==> src/rtl/rr_stream_mux_pkg.sv <==
// Shared helpers for the rr_stream_mux block.
//   clog2 : ceiling log2, used to size channel-index fields from NUM_IN.
package rr_stream_mux_pkg;

  function automatic int unsigned clog2(input int unsigned value);
    int unsigned result;
    int unsigned v;
    result = 0;
    v      = (value > 0) ? value - 1 : 0;
    while (v > 0) begin
      result = result + 1;
      v      = v >> 1;
    end
    return result;
  endfunction

endpackage

==> src/rtl/rr_arbiter.sv <==
// Combinational N-way arbiter: round-robin from a base pointer, or fixed priority.
//   i_req    : per-channel requests
//   i_base   : round-robin search start (must be < NUM_IN)
//   i_rr_en  : 1 = round-robin from i_base, 0 = lowest index wins
//   o_grant  : one-hot grant, zero when no request
//   o_idx    : encoded index of the granted channel (0 when none)
//   o_any    : a grant was issued
module rr_arbiter
  import rr_stream_mux_pkg::*;
#(
  parameter int unsigned NUM_IN    = 4,
  localparam int unsigned SEL_WIDTH = clog2(NUM_IN)
) (
  input  logic [NUM_IN-1:0]    i_req,
  input  logic [SEL_WIDTH-1:0] i_base,
  input  logic                 i_rr_en,
  output logic [NUM_IN-1:0]    o_grant,
  output logic [SEL_WIDTH-1:0] o_idx,
  output logic                 o_any
);

  int unsigned          w_start;
  logic [SEL_WIDTH-1:0] w_cand;

  always_comb begin
    o_grant = '0;
    o_idx   = '0;
    o_any   = 1'b0;
    w_cand  = '0;
    // Fixed priority is simply a round-robin search anchored at channel 0.
    w_start = i_rr_en ? int'(i_base) : 0;
    for (int k = 0; k < int'(NUM_IN); k++) begin
      w_cand = SEL_WIDTH'((w_start + k) % NUM_IN);
      if (!o_any && i_req[w_cand]) begin
        o_any           = 1'b1;
        o_grant[w_cand] = 1'b1;
        o_idx           = w_cand;
      end
    end
  end

endmodule

==> src/rtl/rr_stream_mux.sv <==
// Registered N:1 valid/ready stream multiplexer with built-in arbitration.
//   i_clk, i_rst   : clock, synchronous active-high reset
//   i_rr_en        : 1 = round-robin, 0 = fixed priority (lowest index)
//   i_in_valid     : per-channel valid
//   i_in_data      : flattened channel data, channel i at [i*DATA_WIDTH +: DATA_WIDTH]
//   o_in_ready     : per-channel ready, one-hot or zero
//   o_out_valid    : output register holds a beat
//   o_out_data     : data of the held beat
//   o_out_sel      : channel index that supplied the held beat
//   i_out_ready    : consumer accepts the held beat
module rr_stream_mux
  import rr_stream_mux_pkg::*;
#(
  parameter int unsigned DATA_WIDTH = 32,
  parameter int unsigned NUM_IN     = 4,
  localparam int unsigned SEL_WIDTH  = clog2(NUM_IN)
) (
  input  logic                         i_clk,
  input  logic                         i_rst,
  input  logic                         i_rr_en,
  input  logic [NUM_IN-1:0]            i_in_valid,
  input  logic [NUM_IN*DATA_WIDTH-1:0] i_in_data,
  output logic [NUM_IN-1:0]            o_in_ready,
  output logic                         o_out_valid,
  output logic [DATA_WIDTH-1:0]        o_out_data,
  output logic [SEL_WIDTH-1:0]         o_out_sel,
  input  logic                         i_out_ready
);

  logic [SEL_WIDTH-1:0]  r_ptr;
  logic                  r_out_valid;
  logic [DATA_WIDTH-1:0] r_out_data;
  logic [SEL_WIDTH-1:0]  r_out_sel;

  logic [NUM_IN-1:0]     w_grant;
  logic [SEL_WIDTH-1:0]  w_idx;
  logic                  w_any;
  logic                  w_load;
  logic                  w_xfer;
  logic [SEL_WIDTH-1:0]  w_ptr_next;
  logic [DATA_WIDTH-1:0] w_sel_data;

  rr_arbiter #(
    .NUM_IN (NUM_IN)
  ) u_arbiter (
    .i_req   (i_in_valid),
    .i_base  (r_ptr),
    .i_rr_en (i_rr_en),
    .o_grant (w_grant),
    .o_idx   (w_idx),
    .o_any   (w_any)
  );

  // Register is free when empty or being drained this cycle.
  assign w_load     = ~r_out_valid | i_out_ready;
  assign o_in_ready = (w_load && !i_rst) ? w_grant : '0;
  assign w_xfer     = w_load & w_any & ~i_rst;

  // Explicit wrap keeps ptr below NUM_IN for non-power-of-two channel counts.
  assign w_ptr_next = (w_idx == SEL_WIDTH'(NUM_IN - 1)) ? '0 : w_idx + SEL_WIDTH'(1);

  // Grant is one-hot, so an OR-style select with constant slices suffices.
  always_comb begin
    w_sel_data = '0;
    for (int i = 0; i < int'(NUM_IN); i++) begin
      if (w_grant[i]) begin
        w_sel_data = i_in_data[i*DATA_WIDTH +: DATA_WIDTH];
      end
    end
  end

  always_ff @(posedge i_clk) begin
    if (i_rst) begin
      r_ptr       <= '0;
      r_out_valid <= 1'b0;
      r_out_data  <= '0;
      r_out_sel   <= '0;
    end else begin
      if (w_load) begin
        r_out_valid <= w_any;
        if (w_any) begin
          r_out_data <= w_sel_data;
          r_out_sel  <= w_idx;
        end
      end
      if (w_xfer) begin
        r_ptr <= w_ptr_next;
      end
    end
  end

  assign o_out_valid = r_out_valid;
  assign o_out_data  = r_out_data;
  assign o_out_sel   = r_out_sel;

endmodule
==> config.mk <==
export PLATFORM = sky130hd
export DESIGN_NAME = rr_stream_mux
export DESIGN_NICKNAME = d
export VERILOG_FILES = /design/src/rtl/rr_stream_mux_pkg.sv /design/src/rtl/rr_arbiter.sv /design/src/rtl/rr_stream_mux.sv
export SDC_FILE = /design/constraint.sdc
export NUM_CORES = 1
export LEC_CHECK = 0
export ABC_AREA = 1
export CORE_AREA = 4 4 85 103
export DETAILED_ROUTE_END_ITERATION = 8
export DIE_AREA = 0 0 89 107
export HOLD_SLACK_MARGIN = 0.15
export PLACE_DENSITY_LB_ADDON = 0.08
export SYNTH_ARGS = -nofsm -noshare
export SYNTH_HDL_FRONTEND = slang
export SYNTH_SLANG_ARGS = --single-unit
==> constraint.sdc <==
create_clock -name i_clk -period 5.4 [get_ports i_clk]
set_input_delay 1.08 -clock i_clk [delete_from_list [all_inputs] [get_ports i_clk]]
set_output_delay 1.08 -clock i_clk [all_outputs]
set_load 0.03 [all_outputs]
==> results of run 1 <==
[worst reg2reg max path: cells and delay by family, from the launching register on]
kind | cells | cell delay (ps)
buffers and inverters | 3 | 910
and+or+nand+nor | 7 | 790
DFF | 1 | 430
AOI/OAI and AO/OA | 2 | 380
adders and majority gates | 1 | 360
[metal layers]
metal,track usage,up-vias,part of all wire
met4,0.0351,0,0.0081
met3,0.0538,7,0.084
met2,0.398,141,0.49
met1,0.256,1674,0.42
li1,-,1875,-
met5,0,-,0
[state kept, by name (all words and copies together), names as in the netlist]
name,count
r_ptr,2
o_out_valid,1
o_out_data,32
o_out_sel,2
[power breakdown]
group	internal (mW)	switching (mW)	total [mW]
clock	0.0896	0.102	0.192
combinational	0.602	0.997	1.60
sequential	0.403	0.0668	0.470
total	1.09	1.17	2.26
[logic make-up (layout without fill, tap and decap cells)]
logic type,Yosys count,in the layout,synth area share
adders and majority gates,7,7,0.0303
buffers and inverters,76,231,0.125
DFF,37,37,0.256
and+or+nand+nor,167,167,0.266
AOI/OAI and AO/OA,179,179,0.323
[stage by stage]
| step | area, um2 | util | power [mW] | setup slack [ps] |
|---|---|---|---|---|
| floorplan | 2890 | - | 1.57 | 1480 |
| global placement | 4600 | 0.600 | 2.05 | 605 |
| detailed placement | 4600 | 0.600 | 2.08 | 527 |
| CTS | 4680 | 0.611 | 2.27 | 524 |
| global route | 4680 | 0.611 | 2.45 | 326 |
| finish | 4680 | 0.611 | 2.26 | 515 |
[synth_stat cells, drive strengths merged]
cell	number	area, um2
inv	45	171
dfxtp	37	741
buf	27	175
nand2	103	429
ha	7	87.6
a22oi	1	7.51
o22ai	1	6.26
nand3	49	255
clkbuf	4	15.0
o21ai	37	185
nor2	15	85.1
a21oi	140	734
[worst paths after layout]
path,from,end,cells after the start,slack (ps)
max,i_rr_en,o_in_ready[2],11,510
min,o_out_sel[0]$_SDFFE_PP0P_,o_out_sel[0]$_SDFFE_PP0P_,2,470
max reg2reg,r_ptr[0]$_SDFFE_PP0P_,o_out_data[14]$_SDFFE_PP0P_,13,2430
min reg2reg,o_out_sel[0]$_SDFFE_PP0P_,o_out_sel[0]$_SDFFE_PP0P_,2,470
[cell type report]
type                    count  area (um2)
well taps                  92         115
inverters                  45         171
flip-flops and latches     37         741
clock buffers               6        72.6
clock inverters             2        10.0
fillers                   756        2980
multi-input cells         353        1790
repair buffers            178        1780
==> impl_results.rst, run 1 <==
.. list-table::
   :header-rows: 1

   * - Metric
     - Value
   * - Synthesis-to-layout area growth
     - 61.9%
   * - Total clock buffers created by CTS
     - 5
   * - Number of vias per cell
     - a little over 5
   * - Type of the setup path with the least slack
     - in -> out
   * - Detail-routed net length per standard cell
     - between 15 and 20 um
   * - Leak pwr
     - 2.03 nW
   * - Number of buffers added for setup after CTS
     - 0
   * - Vias in the first global route
     - 3466
   * - Initial drt markers
     - 229
   * - Setup tns final
     - 0 ps
   * - Post-synthesis instance area
     - 2890 um2
   * - Most common library cell in the layout ignoring fill and taps
     - sky130_fd_sc_hd__clkdlybuf4s50_1
   * - Global-route total usage across every layer
     - 0.218
   * - Final clock period utilization by the worst path
     - 0.905
   * - Slowest CP cell
     - sky130_fd_sc_hd__clkdlybuf4s50_1
   * - WL final
     - 11.0 mm
   * - Resized cells post-CTS
     - 0
   * - Max-Cap Viols
     - 0
   * - Max frequency
     - 205 MHz
   * - CP Data Required Time
     - 4320 ps
   * - Count of mapped cells out of synthesis
     - 466
   * - Most used cells in the layout excluding fill and tap cells
     - 173 x sky130_fd_sc_hd__clkdlybuf4s50_1, 131 x sky130_fd_sc_hd__a21oi_1, 92 x sky130_fd_sc_hd__nand2_1, 47 x sky130_fd_sc_hd__nand3_1, 40 x sky130_fd_sc_hd__inv_1
   * - Total number of nets in the final design
     - 763
   * - Hold/Removal Path Class
     - reg -> reg
   * - Synthesized Nets
     - 609
   * - Antenna violations before repair
     - 0
   * - Final critical delay including setup and external delays
     - just under 5000 ps
   * - Slew at the pin with the worst max-slew slack
     - 693 ps
   * - Count of input and output buffers
     - between 150 and 200
   * - Hold buffer count at cts
     - 0
   * - Largest fanout on the critical path
     - 8
   * - Clock tree root buffer cell
     - sky130_fd_sc_hd__clkbuf_8
   * - Buffer levels on the longest clock path
     - 2
   * - Biggest cell delay along the critical path
     - 680 ps
   * - H-tree lvl count
     - 2
   * - Signal arrival time at the worst endpoint
     - 3810 ps
   * - Row count
     - 35
   * - DRC violations left
     - 0
   * - Type of element capturing the critical path
     - output port
   * - Number of flip-flops and latches in the synthesized netlist
     - 37
   * - Height of the die
     - between 100 and 150 um
   * - Count of pins on the block boundary
     - 175
   * - Maximum VDD drop
     - ~0.26 mV
   * - Clock transition at the registers of the reported paths
     - 70 ps
   * - Number of search-and-repair iterations in the first detailed-routing pass
     - 4
   * - Clock tree from TritonCTS
     - built
   * - Proportion of layout cells with a drive suffix above 1
     - 0.0692
   * - Area of the core
     - approximately 7700 um2
   * - Die area
     - 9520 um2
   * - Critical path, cell by cell
     - clkdlybuf4s50_1, nand2_2, ha_1, inv_1, nand3_1, nand2_1, nand2_4, nor2_8, nand3_1, a21oi_1, clkdlybuf4s50_1
   * - Overflow after GRT
     - 0
   * - Synthesized area divided by synthesized cell count
     - 6.21 um2
   * - Final estimated routing congestion in global placement
     - slightly above 0.9
   * - Maximum number of pins on one net before global-route repair
     - 65
   * - Post-synthesis sequential area ratio
     - 0.256
   * - Clock network latency to the later pin of the worst-skew pair
     - 290 ps
   * - Delay-heaviest family, CP
     - buffers and inverters
   * - Die boundary width
     - 89 um
   * - Worst slew margin relative to its limit
     - 0.536
   * - Number of standard cells in the final layout excluding fillers
     - 713
   * - Run status
     - finished, final reports clean
   * - Final number of setup-violating endpoints
     - 0
   * - Worst hold margin
     - 472 ps
   * - Starting density of the core
     - 0.377
   * - Buffers plus inverters on the worst setup path
     - 3
   * - Ys Warns
     - 0
   * - HPWL Detailed
     - between 7 and 8 mm
   * - RSZ-0062 raised after global routing
     - false
   * - Total number of vias
     - 3697
   * - Final max-slew violation count
     - 0
   * - Detail Route Antenna Nets
     - 0
   * - Distinct cells, synth
     - 24
   * - Total count of hold-check failures in the final report
     - 0
   * - Critical path launch point type
     - primary input
   * - Cells after DPL
     - 705
   * - Total power density per cell area
     - between 400 and 500 nW/um2
   * - Inserted Diodes
     - 0
   * - Layout Skew
     - roughly 6.5 ps
   * - Sinks on the clock net
     - 37
   * - First-pass GRT wire length
     - 16.7 mm
Power figures use the tool's default switching activity.
==> inputs of run 2 (changes only) <==
--- a/config.mk
+++ b/config.mk
@@ -6,11 +6,12 @@
 export NUM_CORES = 1
 export LEC_CHECK = 0
 export ABC_AREA = 1
-export CORE_AREA = 4 4 85 103
+export CORE_AREA = 4 4 92 112
 export DETAILED_ROUTE_END_ITERATION = 8
-export DIE_AREA = 0 0 89 107
+export DIE_AREA = 0 0 96 116
 export HOLD_SLACK_MARGIN = 0.15
 export PLACE_DENSITY_LB_ADDON = 0.08
 export SYNTH_ARGS = -nofsm -noshare
 export SYNTH_HDL_FRONTEND = slang
+export SYNTH_HIERARCHICAL = 1
 export SYNTH_SLANG_ARGS = --single-unit
==> impl_results.rst, run 2 <==
.. list-table::
   :header-rows: 1

   * - Metric
     - Value
   * - Run status
     - finished, final reports clean
   * - Top cell type by total area after synthesis
     - sky130_fd_sc_hd__nand2_1
   * - Slew at the pin with the worst max-slew slack
     - 673 ps
   * - Max frequency
     - 218 MHz
   * - Most common library cell in the layout ignoring fill and taps
     - sky130_fd_sc_hd__nand2_1
   * - Maximum VDD drop
     - between 0.15 and 0.2 mV
   * - Ys flop type
     - sky130_fd_sc_hd__dfxtp_1
   * - Starting density of the core
     - 0.370
   * - Biggest area contributors in the synthesized netlist
     - sky130_fd_sc_hd__nand2_1 25%, sky130_fd_sc_hd__dfxtp_1 21%, sky130_fd_sc_hd__nand3_2 9.6%, sky130_fd_sc_hd__nor2_1 9.1%, sky130_fd_sc_hd__a21oi_2 7.6%
   * - Final number of setup-violating endpoints
     - 0
   * - Clock tree from TritonCTS
     - built
   * - Type of the setup path with the least slack
     - in -> out
   * - Ys Warns
     - 6
   * - Total count of hold-check failures in the final report
     - 0
   * - Count of mapped cells out of synthesis
     - 560
   * - Post-synthesis sequential area ratio
     - 0.215
   * - Fraction of registers with async set or reset after synthesis
     - 0
   * - Sinks on the clock net
     - 37
   * - Worst hold margin
     - 472 ps
   * - Clock network latency to the later pin of the worst-skew pair
     - 280 ps
   * - Leak pwr
     - 2.33 nW
   * - First-pass GRT wire length
     - 18.1 mm
   * - Buffer levels on the longest clock path
     - 2
   * - WL final
     - about 12 mm
   * - Total power density per cell area
     - roughly 470 nW/um2
   * - Count of pins on the block boundary
     - 175
   * - Worst Hold Path Cells
     - 2
   * - Number of buffers added for setup after CTS
     - 0
   * - Final clock period utilization by the worst path
     - 0.849
   * - Maximum number of pins on one net before global-route repair
     - 39
   * - Distinct cells, synth
     - 25
   * - CP Data Required Time
     - 4320 ps
   * - Antenna violations before repair
     - 0
   * - HPWL Detailed
     - 8.50 mm
   * - Total clock buffers created by CTS
     - 5
   * - Total number of nets in the final design
     - around 850
   * - Critical path launch point type
     - primary input
   * - Die boundary width
     - about 96 um
   * - Detail Route Antenna Nets
     - 0
   * - Initial drt markers
     - 151
   * - Count of input and output buffers
     - 174
   * - Inserted Diodes
     - 0
   * - Number of search-and-repair iterations in the first detailed-routing pass
     - 4
   * - DRC violations left
     - 0
   * - Worst slew margin relative to its limit
     - 0.549
   * - Area of the core
     - 9320 um2
   * - Hold buffer count at cts
     - 0
   * - Most numerous cell types in the synthesized netlist
     - 229 x sky130_fd_sc_hd__nand2_1, 84 x sky130_fd_sc_hd__nor2_1, 37 x sky130_fd_sc_hd__dfxtp_1
   * - Number of cells on the worst reg-to-reg path
     - 13
   * - EDFF count, synth
     - 0
   * - Layout Skew
     - 4.70 ps
   * - Count leader, synth
     - sky130_fd_sc_hd__nand2_1
   * - Height of the die
     - 116 um
   * - Number of vias per cell
     - 4.73
   * - Yosys top cell area share
     - 0.249
   * - Max-Cap Viols
     - 0
   * - RSZ-0062 raised after global routing
     - false
   * - Post-synthesis instance area
     - roughly 3400 um2
   * - Total area of multi-input combinational cells
     - 2310 um2
   * - Final critical delay including setup and external delays
     - roughly 4600 ps
   * - Area taken by flip-flops and latches
     - 741 um2
   * - Max reg flops
     - 32
   * - Clock tree root buffer cell
     - sky130_fd_sc_hd__clkbuf_16
   * - Die area
     - 11100 um2
   * - Synthesized Nets
     - 697
   * - Detail-routed net length per standard cell
     - 14.2 um
   * - Most used cells in the layout excluding fill and tap cells
     - 228 x sky130_fd_sc_hd__nand2_1, 170 x sky130_fd_sc_hd__clkdlybuf4s50_1, 84 x sky130_fd_sc_hd__nor2_1, 37 x sky130_fd_sc_hd__dfxtp_1, 36 x sky130_fd_sc_hd__a21oi_1
   * - Final estimated routing congestion in global placement
     - 0.907
   * - Synthesis-to-layout area growth
     - 52.6%
   * - Proportion of layout cells with a drive suffix above 1
     - 0.154
   * - Global-route total usage across every layer
     - 0.207
   * - Type of element capturing the critical path
     - output port
   * - Hold/Removal Path Class
     - reg -> reg
   * - Synthesized area divided by synthesized cell count
     - 6.16 um2
   * - Largest fanout on the critical path
     - 11
   * - Vias in the first global route
     - 3703
   * - Final max-slew violation count
     - 0
   * - Signal arrival time at the worst endpoint
     - 3510 ps
   * - Total number of vias
     - between 3000 and 4000
   * - Overflow after GRT
     - 0
   * - Clock transition at the registers of the reported paths
     - 60 ps
   * - Filler cells
     - 913
   * - Setup tns final
     - 0 ps
   * - Resized cells post-CTS
     - 0
   * - Number of flip-flops and latches in the synthesized netlist
     - 37
   * - Row count
     - 39
   * - H-tree lvl count
     - 2
-- run 2: where the power goes --
part | total [mW] | switching (mW) | internal [mW] | leakage [nW]
combinational | 1.70 | 1.06 | 0.635 | 1.95
sequential | 0.457 | 0.0688 | 0.388 | 0.305
clock | 0.310 | 0.114 | 0.196 | 0.0799
-- run 2: routing by layer --
metal	part of all wire	GRT usage	routed length, um
met2	0.49	0.362	5860
met1	0.42	0.247	5000
met3	0.064	0.0481	756
met4	0.020	0.0645	235
met5	0	0	0
-- run 2: stage by stage --
stage	util	std cells	setup WS (ps)	cell area, um2	power [mW]
final	0.564	835	814	5260	2.47
after global routing	0.564	835	665	5260	2.69
after CTS	0.564	835	805	5260	2.49
after detailed placement	0.547	827	810	5100	2.17
after global placement	0.547	827	862	5100	2.15
after floorplan	-	560	1750	3450	1.73
-- run 2: cell families after synthesis --
logic type | share of synthesized area
fa+ha+maj | 0.00363
flops | 0.215
buf+inv | 0.114
compound gates | 0.135
simple gates | 0.532
-- run 2: final cells by class --
cell class              instances  area share
multi-input cells             464       0.440
repair buffers                183       0.344
flip-flops and latches         37       0.141
well taps                     123      0.0293
clock buffers                   7      0.0290
inverters                      20      0.0157
clock inverters                 1    0.000952
-- run 2: final timing paths --
path                                      end  slack [ps]                         from
setup reg to reg  o_out_data[10]$_SDFFE_PP0P_        2430        r_ptr[0]$_SDFFE_PP0P_
hold reg to reg   o_out_data[11]$_SDFFE_PP0P_         470  o_out_data[11]$_SDFFE_PP0P_
hold / removal    o_out_data[11]$_SDFFE_PP0P_         470  o_out_data[11]$_SDFFE_PP0P_
setup / recovery                o_in_ready[0]         810                      i_rr_en
-- run 2: critical path: stages --
cell and delay [ps]:
sky130_fd_sc_hd__clkdlybuf4s50_1 530, sky130_fd_sc_hd__nand2_2 200, sky130_fd_sc_hd__nand2_1 200, sky130_fd_sc_hd__nand2_2 110
sky130_fd_sc_hd__o21ai_2 280, sky130_fd_sc_hd__nand4_1 170, sky130_fd_sc_hd__nand2_2 100, sky130_fd_sc_hd__inv_1 40
sky130_fd_sc_hd__nor2_1 90, sky130_fd_sc_hd__clkdlybuf4s50_1 690
